<file path="config.mk">
export PLATFORM = sky130hd
export DESIGN_NAME = ctrl_pipe
export DESIGN_NICKNAME = d
export VERILOG_FILES = /design/src/rtl/ctrl_pipe_pkg.sv /design/src/rtl/ctrl_pipe_stage.sv /design/src/rtl/ctrl_pipe.sv
export SDC_FILE = /design/constraint.sdc
export NUM_CORES = 1
export LEC_CHECK = 0
export ABC_AREA = 0
export BUFFER_PORTS_ARGS = -buffer_cell sky130_fd_sc_hd__buf_4
export CAP_MARGIN = 20
export CORE_ASPECT_RATIO = 1.75
export CORE_UTILIZATION = 53
export DETAILED_ROUTE_END_ITERATION = 16
export GPL_ROUTABILITY_DRIVEN = 0
export PLACE_DENSITY = 0.84
export SETUP_SLACK_MARGIN = 0.5
export SKIP_LAST_GASP = 1
export SLEW_MARGIN = 40
export SYNTH_ARGS = -nofsm -noshare
export SYNTH_HDL_FRONTEND = slang
export SYNTH_SLANG_ARGS = --single-unit
</file>
<file path="constraint.sdc">
create_clock -name clk -period 2.3 [get_ports clk]
set_input_delay 0.575 -clock clk [delete_from_list [all_inputs] [get_ports clk]]
set_output_delay 0.575 -clock clk [all_outputs]
set_load 0.02 [all_outputs]
</file>
<file path="src/rtl/ctrl_pipe_pkg.sv">
// Shared types and helpers for the control-word pipeline and its multi-cycle sequencer.
package ctrl_pipe_pkg;

    typedef enum logic [1:0] {
        IDLE = 2'd0,
        BUSY = 2'd1,
        DONE = 2'd2
    } mc_state_t;

    localparam int unsigned STG_E = 0;
    localparam int unsigned STG_M = 1;
    localparam int unsigned STG_W = 2;

    // Sequencer counter width; never below one bit.
    function automatic int unsigned cnt_width(input int unsigned cycles);
        return (cycles > 2) ? $clog2(cycles) : 1;
    endfunction

endpackage

</file>
<file path="src/rtl/ctrl_pipe_stage.sv">
// One pipeline stage: control word plus valid with flush > hold > bubble > load priority.
module ctrl_pipe_stage
    import ctrl_pipe_pkg::*;
#(
    parameter int unsigned      WIDTH    = 16,
    parameter logic [WIDTH-1:0] CLR_MASK = '1
) (
    input  logic             clk,
    input  logic             rst,
    input  logic [WIDTH-1:0] up_ctrl_i,
    input  logic             up_valid_i,
    input  logic             up_hold_i,
    input  logic             hold_i,
    input  logic             flush_i,
    output logic [WIDTH-1:0] ctrl_o,
    output logic             valid_o
);

    logic [WIDTH-1:0] ctrl_q, ctrl_d;
    logic             valid_q, valid_d;

    always_comb begin
        ctrl_d  = ctrl_q;
        valid_d = valid_q;
        if (flush_i || (!hold_i && up_hold_i)) begin
            // Flush and bubble both clear masked fields and pass the rest through.
            ctrl_d  = up_ctrl_i & ~CLR_MASK;
            valid_d = 1'b0;
        end else if (!hold_i) begin
            ctrl_d  = up_ctrl_i;
            valid_d = up_valid_i;
        end
    end

    always_ff @(posedge clk) begin
        if (!rst) begin
            ctrl_q  <= '0;
            valid_q <= 1'b0;
        end else begin
            ctrl_q  <= ctrl_d;
            valid_q <= valid_d;
        end
    end

    assign ctrl_o  = ctrl_q;
    assign valid_o = valid_q;

endmodule

</file>
<file path="src/rtl/ctrl_pipe.sv">
// Control-word pipeline with per-stage stall/flush and a multi-cycle occupancy sequencer.
module ctrl_pipe
    import ctrl_pipe_pkg::*;
#(
    parameter int unsigned      WIDTH     = 16,
    parameter int unsigned      STAGES    = 3,
    parameter logic [WIDTH-1:0] CLR_MASK  = '1,
    parameter int unsigned      MC_BIT    = 0,
    parameter int unsigned      MC_STAGE  = 0,
    parameter int unsigned      MC_CYCLES = 4
) (
    input  logic                      clk,
    input  logic                      rst,
    input  logic [WIDTH-1:0]          ctrl_d,
    input  logic                      valid_d,
    input  logic [STAGES-1:0]         stall,
    input  logic [STAGES-1:0]         flush,
    output logic [STAGES*WIDTH-1:0]   ctrl_q,
    output logic [STAGES-1:0]         valid_q,
    output logic                      mc_stall_req,
    output logic                      mc_busy
);

    localparam int unsigned CNT_W    = cnt_width(MC_CYCLES);
    localparam int unsigned CNT_INIT = (MC_CYCLES > 2) ? MC_CYCLES - 3 : 0;

    logic [WIDTH-1:0]  stg_ctrl [STAGES];
    logic [STAGES-1:0] stg_valid;
    logic [STAGES-1:0] hold;

    mc_state_t         state_q, state_d;
    logic [CNT_W-1:0]  cnt_q, cnt_d;
    logic              trigger;

    for (genvar i = 0; i < STAGES; i++) begin : g_stage
        if (i <= MC_STAGE) begin : g_mc_hold
            assign hold[i] = stall[i] | mc_stall_req;
        end else begin : g_ext_hold
            assign hold[i] = stall[i];
        end

        if (i == 0) begin : g_first
            ctrl_pipe_stage #(.WIDTH(WIDTH), .CLR_MASK(CLR_MASK)) u_stage (
                .clk        (clk),
                .rst        (rst),
                .up_ctrl_i  (ctrl_d),
                .up_valid_i (valid_d),
                .up_hold_i  (1'b0),
                .hold_i     (hold[i]),
                .flush_i    (flush[i]),
                .ctrl_o     (stg_ctrl[i]),
                .valid_o    (stg_valid[i])
            );
        end else begin : g_rest
            ctrl_pipe_stage #(.WIDTH(WIDTH), .CLR_MASK(CLR_MASK)) u_stage (
                .clk        (clk),
                .rst        (rst),
                .up_ctrl_i  (stg_ctrl[i-1]),
                .up_valid_i (stg_valid[i-1]),
                .up_hold_i  (hold[i-1]),
                .hold_i     (hold[i]),
                .flush_i    (flush[i]),
                .ctrl_o     (stg_ctrl[i]),
                .valid_o    (stg_valid[i])
            );
        end

        assign ctrl_q[i*WIDTH +: WIDTH] = stg_ctrl[i];
    end

    assign valid_q = stg_valid;
    assign trigger = stg_valid[MC_STAGE] & stg_ctrl[MC_STAGE][MC_BIT];

    // Sequencer next state; the stall request depends on registers only, never on stall/flush.
    always_comb begin
        state_d      = state_q;
        cnt_d        = cnt_q;
        mc_stall_req = 1'b0;
        case (state_q)
            IDLE: begin
                if (trigger) begin
                    mc_stall_req = 1'b1;
                    if (MC_CYCLES == 2) begin
                        state_d = DONE;
                    end else begin
                        state_d = BUSY;
                        cnt_d   = CNT_W'(CNT_INIT);
                    end
                end
            end
            BUSY: begin
                mc_stall_req = 1'b1;
                if (cnt_q == '0) begin
                    state_d = DONE;
                end else begin
                    cnt_d = cnt_q - CNT_W'(1);
                end
            end
            DONE: begin
                // Request is low here, so the stage hold reduces to the external stall.
                if (!stall[MC_STAGE]) begin
                    state_d = IDLE;
                end
            end
            default: begin
                state_d = IDLE;
                cnt_d   = '0;
            end
        endcase
        if (flush[MC_STAGE]) begin
            state_d = IDLE;
            cnt_d   = '0;
        end
    end

    always_ff @(posedge clk) begin
        if (!rst) begin
            state_q <= IDLE;
            cnt_q   <= '0;
        end else begin
            state_q <= state_d;
            cnt_q   <= cnt_d;
        end
    end

    assign mc_busy = (state_q != IDLE);

endmodule

</file>
==> results of run 1 <==
-- logic make-up after synthesis --
| kind of cell | synth area share (%) |
|---|---|
| buffers and inverters | 8.45 |
| AO/OA/AOI/OAI | 9.65 |
| AND/OR/NAND/NOR | 23.7 |
| flip-flops | 48.0 |
| adder cells (fa/ha/maj) | 0.545 |
| multiplexers | 9.65 |
-- area by class of cell --
type / count / area share, %
Timing Repair Buffer: 79 / 20.6
Sequential cell: 55 / 38.4
Clock inverter: 2 / 0.566
Multi-Input combinational cell: 163 / 34.9
Inverter: 4 / 0.522
Tap cell: 49 / 2.13
Clock buffer: 6 / 2.87
-- metal layers --
metal  wire length [um]  global-route usage [%]
met1               1960                    24.9
met3                175                    4.93
met2               2460                    36.0
met4                 68                    8.11
met5                  0                       0
-- flip-flops by register name, summed over array words and instances, names as in the netlist --
| register | cells |
|---|---|
| g_stage.g_rest.u_stage.valid_o | 2 |
| cnt_q | 2 |
| g_stage.g_rest.u_stage.ctrl_o | 32 |
| state_q | 2 |
| g_stage.g_first.u_stage.valid_o | 1 |
| g_stage.g_first.u_stage.ctrl_o | 16 |
-- worst reg2reg max path: stages, from the launching register on --
cell	delay, ns
dfxtp_1	0.47
a21oi_2	0.12
o21ai_4	0.60
o21ai_0	0.23
-- final timing paths --
kind | from | end | slack [ns]
max reg2reg | g_stage[0].g_first.u_stage.valid_o | g_stage[1].g_rest.u_stage.ctrl_o[7] | 0.74
min reg2reg | g_stage[0].g_first.u_stage.ctrl_o[3] | g_stage[0].g_first.u_stage.ctrl_o[3] | 0.48
max | state_q[1] | mc_busy | 0.58
min | g_stage[0].g_first.u_stage.ctrl_o[3] | g_stage[0].g_first.u_stage.ctrl_o[3] | 0.48
-- per-stage QoR --
step | utilization [%] | setup WS [ns] | instances
floorplan | - | 0.790 | 246
global placement | 66.8 | 0.744 | 350
CTS | 69.2 | 0.522 | 358
detailed placement | 66.8 | 0.696 | 350
global route | 69.3 | 0.511 | 358
finish | 69.3 | 0.582 | 358
-- power groups by stage --
stage          Clock, mW  Combinational [mW]  Sequential, mW
6_report           0.551               0.147           0.974
5_1_grt            0.597               0.159           0.976
4_1_cts            0.560               0.148           0.974
3_5_place_dp           0               0.148           0.996
3_3_place_gp           0               0.146           0.996
2_1_floorplan          0              0.0868            1.01
-- layout by cell type (no fill, tap or decap), types with 3 or more instances in the layout --
master / synthesis / routed
inv_1: 4 / 4
o21ai_1: 13 / 13
o21ai_0: 17 / 17
buf_4: 10 / 79
dfxtp_1: 55 / 52
dfxtp_2: 0 / 3
nand3_1: 18 / 18
mux2i_1: 21 / 21
nand2_1: 22 / 22
nand4_1: 13 / 13
nand3b_1: 17 / 17
clkbuf_8: 0 / 6
a21oi_1: 3 / 3
nor2_1: 18 / 18
==> flow_summary.json, run 1 <==
{
  "power_mw": 1.67,
  "avgRoutedWirePerCell_um": 13.0,
  "synthFlopType": "dfxtp_1",
  "vias": 1913,
  "antenna_cells": 0,
  "grt-ovfl-total": 0,
  "first_global_vias": 1585,
  "die_area_um2": 4610,
  "fill_cells": 347,
  "grt_max_degree": 36,
  "rsz0062_at_grt": "false",
  "sw_frac_of_total_pct": 23.8,
  "whs_path_depth": 2,
  "drv_slew": 0,
  "yosys_warnings": 0,
  "arrival_ns": 1.14,
  "relSlewSlack_pct": 49.4,
  "crit_path_max_fanout": 9,
  "ant_nets": 0,
  "rows": 31,
  "hp-class": "flip-flop to flip-flop",
  "netlist_instances": 246,
  "drv_cap": 0,
  "grt_usage_pct": 21.0,
  "reg2reg_depth": 3,
  "p_leak_nw": 1.20,
  "period_minus_slack_ns": 1.72,
  "die_y_um": 89.0,
  "netlist.area_leader.share_pct": 48.0,
  "area_delta_synth_final_pct": 25.3,
  "nNetsFinal": 334,
  "ys_types": 33,
  "crit_type": "flip-flop to primary output",
  "yosys-top-cells-area": "dfxtp_1, mux2i_1, nand3b_1, nand3_1, o21ai_0",
  "path_cells": "or2_2 > buf_4",
  "cts_post_setup_buffers_inserted": 0,
  "p_int_mw": 1.27,
  "cts_resized": 0,
  "worstSkewPairLatency_ns": 0.30,
  "port_buffers": 77,
  "power_frac_seq_pct": 58.3,
  "fmax_mhz": 582,
  "ios": 78,
  "synth_edf_count": 0,
  "ys_seq_area_share_pct": 48.0,
  "syn_nets": 272,
  "dpl.hpwl_mm": 3.39,
  "h-tree-depth": 2,
  "setup_viol": 0,
  "critPathLaunchType": "flip-flop",
  "viasPerCell": 5.34,
  "regArea_um2": 1100,
  "end_kind": "primary output",
  "start_util_pct": 55.3,
  "final_cell_area_um2": 2880,
  "worst-path-stages": 2,
  "grt_first_pass_wirelength_mm": 7.24,
  "drive_gt1_share_pct": 31.1,
  "first_pass_iters": 5,
  "skew_ns": 0.00673,
  "p_sw_mw": 0.397,
  "fin_tns_setup_ns": 0,
  "cts_buffers": 5,
  "worst_hold_slack_ns": 0.483,
  "power_density_nw_per_um2": 582,
  "grt_antenna_before_repair": 0,
  "ir_drop_mv": 0.536,
  "ys_ff_latch": 55,
  "core_area_um2": 4150,
  "syn_area_per_cell_um2": 9.33,
  "fin_crit_sh_pct": 74.7,
  "crit_required_ns": 1.73,
  "combPwrFrac_pct": 8.8,
  "clockRootBuffer": "clkbuf_8",
  "cp_slowest_cell": "dfxtp_2",
  "drc": 0,
  "ys_async_sr_fraction_pct": 0,
  "finalHoldViolations": 0,
  "cts_buffer_depth": 2,
  "yosys.area.top_type": "dfxtp_1",
  "tritoncts": "built",
  "clock-sinks": 55,
  "p_clk_share_pct": 32.9,
  "multi_input_area_um2": 1000,
  "placed_area_um2": 2770,
  "yosys-top-cells-count": "dfxtp_1, nand2_1, mux2i_1, nand3_1, nor2_1",
  "critPathTopFamily": "flip-flops",
  "tightest_slew_ns": 0.756,
  "synth_most_common_cell": "dfxtp_1",
  "postCtsHoldBufs": 0,
  "cpPeakStageDelay_ns": 0.38,
  "syn_area_um2": 2290,
  "status": "finished, final reports clean",
  "first_iter_violations": 39,
  "clk_pin_slew_ns": 0.09,
  "die_w_um": 51.7,
  "crit_buf_inv": 1,
  "wirelength_mm": 4.67
}
No activity file was read; power rests on OpenSTA's default activity.
==> inputs of run 2 (changes only) <==
Settings changed: CORE_UTILIZATION 53 to 45, PLACE_DENSITY 0.84 to 0.76.
Clock period 2.3 ns to 1.55 ns, I/O delays scaled along.
==> flow_summary.json, run 2 (same netlist as run 1, synthesis figures left out) <==
{
  "crit_path_max_fanout": 3,
  "area_delta_synth_final_pct": 82.1,
  "fill_cells": 236,
  "tightest_slew_ns": 0.325,
  "status": "finished, final reports clean",
  "routed.top_layer": "met4",
  "r2r_end": "g_stage[0].g_first.u_stage.ctrl_o[15]",
  "core_area_um2": 4930,
  "wl_met2_mm": 4.77,
  "combPwrFrac_pct": 14.2,
  "critPathLaunchType": "flip-flop",
  "first_global_vias": 2334,
  "start_util_pct": 46.5,
  "first_iter_violations": 112,
  "clock-sinks": 55,
  "p_int_mw": 2.22,
  "first_pass_iters": 4,
  "end_kind": "primary output",
  "die_w_um": 56.0,
  "p_clk_share_pct": 36.4,
  "wl_met1_mm": 3.07,
  "rows": 34,
  "arrival_ns": 1.07,
  "power_density_nw_per_um2": 699,
  "setup_viol": 0,
  "cp-startpoint": "g_stage[0].g_first.u_stage.valid_o",
  "die_area_um2": 5400,
  "tritoncts": "built",
  "fin_crit_sh_pct": 94.0,
  "dpl.hpwl_mm": 3.46,
  "clockRootBuffer": "clkbuf_8",
  "power_mw": 2.92,
  "drv_cap": 0,
  "pre_cts_slack_ns": 0.249,
  "nNetsFinal": 402,
  "crit_required_ns": 1.16,
  "final_cell_area_um2": 4180,
  "skew_ns": 0.00988,
  "ios": 78,
  "avgRoutedWirePerCell_um": 19.8,
  "cp-endpoint": "mc_stall_req",
  "grt-ovfl-total": 0,
  "port_buffers": 77,
  "r2r_slack_ns": 0.12,
  "hp-class": "input pin to flip-flop",
  "power_frac_seq_pct": 49.4,
  "worstSkewPairLatency_ns": 0.32,
  "grt_usage_pct": 28.4,
  "relSlewSlack_pct": 78.3,
  "rsz0062_at_grt": "true",
  "p_leak_nw": 1.79,
  "cts_buffers": 5,
  "ant_nets": 0,
  "reg2reg_from": "state_q[1]",
  "antenna_cells": 0,
  "finalHoldViolations": 0,
  "grt_max_degree": 36,
  "ir_drop_mv": 1.20,
  "h-tree-depth": 2,
  "fin_tns_setup_ns": 0,
  "die_y_um": 96.5,
  "p_sw_mw": 0.698,
  "final_common_cell": "buf_4",
  "cts_buffer_depth": 2,
  "clk_pin_slew_ns": 0.09,
  "grt_first_pass_wirelength_mm": 11.6,
  "worst_slack_ns": 0.0930,
  "wirelength_mm": 8.53,
  "largest_reg_flops": 32,
  "layout_common_cells": "buf_4, buf_6, dfxtp_2",
  "multi_input_area_um2": 1270,
  "fmax_mhz": 686,
  "sw_frac_of_total_pct": 23.9,
  "viasPerCell": 5.69,
  "reg2reg_depth": 6,
  "drive_gt1_share_pct": 68.7,
  "regArea_um2": 1180,
  "postCtsHoldBufs": 0,
  "wl_met3_um": 345,
  "grt_antenna_before_repair": 0,
  "drc": 0,
  "vias": 2452,
  "drv_slew": 0,
  "crit_type": "flip-flop to primary output",
  "placed_area_um2": 2880,
  "period_minus_slack_ns": 1.46
}
-- run 2: layout make-up --
| cell class | instances | area share [%] |
|---|---|---|
| repair buffers | 145 | 36.3 |
| well taps | 54 | 1.62 |
| flip-flops and latches | 55 | 28.2 |
| clock inverters | 1 | 0.719 |
| inverters | 4 | 0.419 |
| multi-input cells | 165 | 30.4 |
| clock buffers | 7 | 2.34 |
-- run 2: what timing repair did --
item                                    in CTS  in global routing
gates cloned                                 7                  0
endpoints found under the setup margin      91                 91
gates resized for setup                    136                 37
setup buffers                               52                  7
pin swaps                                   34                 16
-- run 2: how the worst min path moves through the flow --
stage,to,from,cells after the start
final,g_stage[0].g_first.u_stage.ctrl_o[9],ctrl_d[9],3
after CTS,g_stage[0].g_first.u_stage.ctrl_o[4],ctrl_d[4],3
after detailed placement,g_stage[0].g_first.u_stage.ctrl_o[4],g_stage[0].g_first.u_stage.ctrl_o[4],2
after floorplan,g_stage[2].g_rest.u_stage.valid_o,g_stage[2].g_rest.u_stage.valid_o,2
after global routing,g_stage[0].g_first.u_stage.ctrl_o[13],ctrl_d[13],3
after global placement,g_stage[0].g_first.u_stage.ctrl_o[7],g_stage[0].g_first.u_stage.ctrl_o[7],2
-- run 2: worst max-delay path, cell delays in order, from the launching register on --
cell and delay, ns:
dfxtp_4 0.38, a21oi_4 0.20, nor2_4 0.05, buf_6 0.12
-- run 2: power by group through the flow --
stage                     logic, mW  clock network (mW)  registers (mW)
after global routing          0.429                1.13            1.44
after global placement        0.242                   0            1.48
after CTS                     0.372                1.04            1.44
after detailed placement      0.244                   0            1.48
final                         0.414                1.06            1.44
after floorplan               0.138                   0            1.49
-- run 2: layer usage --
metal	global-route usage [%]	up-vias
met5	0	-
met4	17.9	0
met3	4.39	31
met2	52.6	108
met1	29.8	1191
li1	-	1122
-- run 2: through the flow --
step / utilization [%] / hold WS [ns] / cells
global route: 84.7 / 0.321 / 431
global placement: 58.3 / 0.467 / 357
finish: 84.7 / 0.324 / 431
CTS: 80.5 / 0.312 / 424
detailed placement: 58.3 / 0.479 / 357
floorplan: - / 0.465 / 246
==> inputs of run 3 (changes only) <==
Settings changed: CORE_ASPECT_RATIO 1.75 to 0.6.
==> flow_summary.json, run 3 (same netlist as run 1, synthesis figures left out) <==
{
  "power_mw": 2.72,
  "r2r_end": "cnt_q[1]",
  "drc": 0,
  "viasPerCell": 5.61,
  "r2r_slack_ns": 0.16,
  "clk_pin_slew_ns": 0.10,
  "first_pass_iters": 5,
  "clockRootBuffer": "clkbuf_8",
  "dpl.hpwl_mm": 3.90,
  "p_leak_nw": 1.82,
  "combPwrFrac_pct": 15.7,
  "end_kind": "primary output",
  "wirelength_mm": 9.15,
  "first_global_vias": 2276,
  "whs_path_depth": 3,
  "rsz0062_at_grt": "true",
  "port_buffers": 77,
  "first_iter_violations": 247,
  "finalHoldViolations": 0,
  "antenna_cells": 0,
  "multi_input_area_um2": 1240,
  "layout_common_cells": "buf_4, buf_6, dfxtp_2",
  "drv_slew": 0,
  "arrival_ns": 1.08,
  "cts_buffers": 5,
  "clock-sinks": 55,
  "grt_max_degree": 36,
  "crit_required_ns": 1.16,
  "reg2reg_from": "g_stage[0].g_first.u_stage.ctrl_o[0]",
  "skew_ns": 0.00665,
  "crit_type": "flip-flop to primary output",
  "worstSkewPairLatency_ns": 0.33,
  "vias": 2524,
  "grt_first_pass_wirelength_mm": 12.5,
  "critPathLaunchType": "flip-flop",
  "power_density_nw_per_um2": 651,
  "final_common_cell": "buf_4",
  "ant_nets": 0,
  "hp-class": "input pin to flip-flop",
  "regArea_um2": 1180,
  "placed_area_um2": 2900,
  "ir_drop_mv": 0.581,
  "ios": 78,
  "status": "finished, final reports clean",
  "largest_reg_flops": 32,
  "die_area_um2": 5400,
  "grt-ovfl-total": 0,
  "h-tree-depth": 2,
  "fin_tns_setup_ns": 0,
  "fin_crit_sh_pct": 95.0,
  "worst_hold_slack_ns": 0.296,
  "relSlewSlack_pct": 79.4,
  "tritoncts": "built",
  "grt_antenna_before_repair": 0,
  "sw_frac_of_total_pct": 27.3,
  "core_area_um2": 4730,
  "setup_viol": 0,
  "p_clk_share_pct": 31.3,
  "pre_cts_slack_ns": 0.264,
  "p_sw_mw": 0.742,
  "fmax_mhz": 679,
  "area_delta_synth_final_pct": 82.0,
  "grt_usage_pct": 31.1,
  "min-delay-start": "valid_d",
  "period_minus_slack_ns": 1.47,
  "reg2reg_depth": 5,
  "p_int_mw": 1.98,
  "hold_path_end": "g_stage[0].g_first.u_stage.valid_o",
  "crit_path_max_fanout": 3,
  "drive_gt1_share_pct": 68.0,
  "rows": 19,
  "drv_cap": 0,
  "die_y_um": 57.3,
  "fill_cells": 216,
  "final_cell_area_um2": 4180,
  "tightest_slew_ns": 0.308,
  "avgRoutedWirePerCell_um": 20.3,
  "power_frac_seq_pct": 53.1,
  "start_util_pct": 48.5,
  "cts_buffer_depth": 2,
  "die_w_um": 94.2,
  "worst_slack_ns": 0.0780,
  "nNetsFinal": 412
}
run 3: changes by cell type in the layout (fill, tap and decap cells not counted), sizes merged:
cell	change
buf	+10
bufinv	-1
clkbuf	-2
clkinv	+1
inv	+2
run 3: critical path, cell delays in order (launching register included):
cell     delay [ns]
dfxtp_4        0.38
a21oi_4        0.20
nor2_4         0.05
buf_6          0.12
run 3: per-stage QoR:
stage          cells  utilization (%)
4_1_cts          438             83.2
3_5_place_dp     367             61.2
6_report         450             88.3
5_1_grt          450             88.3
2_1_floorplan    246                -
3_3_place_gp     367             61.2
run 3: how the worst max path moves through the flow:
stage / slack [ns] / end / depth (start not counted) / start
2_1_floorplan: 0.45 / g_stage[0].g_first.u_stage.ctrl_o[10] / 5 / state_q[0]
3_3_place_gp: 0.29 / g_stage[0].g_first.u_stage.ctrl_o[11] / 3 / state_q[1]
3_5_place_dp: 0.26 / g_stage[0].g_first.u_stage.ctrl_o[3] / 3 / state_q[1]
4_1_cts: 0.11 / mc_busy / 2 / state_q[0]
5_1_grt: 0.06 / mc_stall_req / 3 / g_stage[0].g_first.u_stage.ctrl_o[0]
6_report: 0.08 / mc_stall_req / 3 / g_stage[0].g_first.u_stage.ctrl_o[0]
run 3: timing repair:
item | 4_1_cts | 5_1_grt
gates cloned | 6 | 0
endpoints found under the setup margin | 91 | 91
gates resized for setup | 143 | 30
pin swaps | 31 | 21
hold buffers | 0 | 0
buffers inserted | 57 | 12
run 3: final cells by class:
cell class | count | area share, %
well taps | 63 | 1.89
clock buffers | 5 | 1.65
repair buffers | 155 | 37.6
flip-flops and latches | 55 | 28.3
inverters | 4 | 0.419
multi-input cells | 165 | 29.6
clock inverters | 3 | 0.539
run 3: power groups by stage:
stage / logic (mW) / registers (mW) / clock network (mW)
finish: 0.426 / 1.44 / 0.850
global route: 0.440 / 1.44 / 0.917
CTS: 0.369 / 1.44 / 0.826
detailed placement: 0.246 / 1.48 / 0
global placement: 0.243 / 1.48 / 0
floorplan: 0.138 / 1.49 / 0
run 3: per-layer routing:
layer,share of wire [%],wire length (um),track usage (%),vias up
met1,41,3770,42.1,1176
met3,9.9,902,5.73,28
met4,2.4,223,8.57,0
li1,-,-,-,1146
met2,47,4260,51.1,174
met5,0,0,0,-
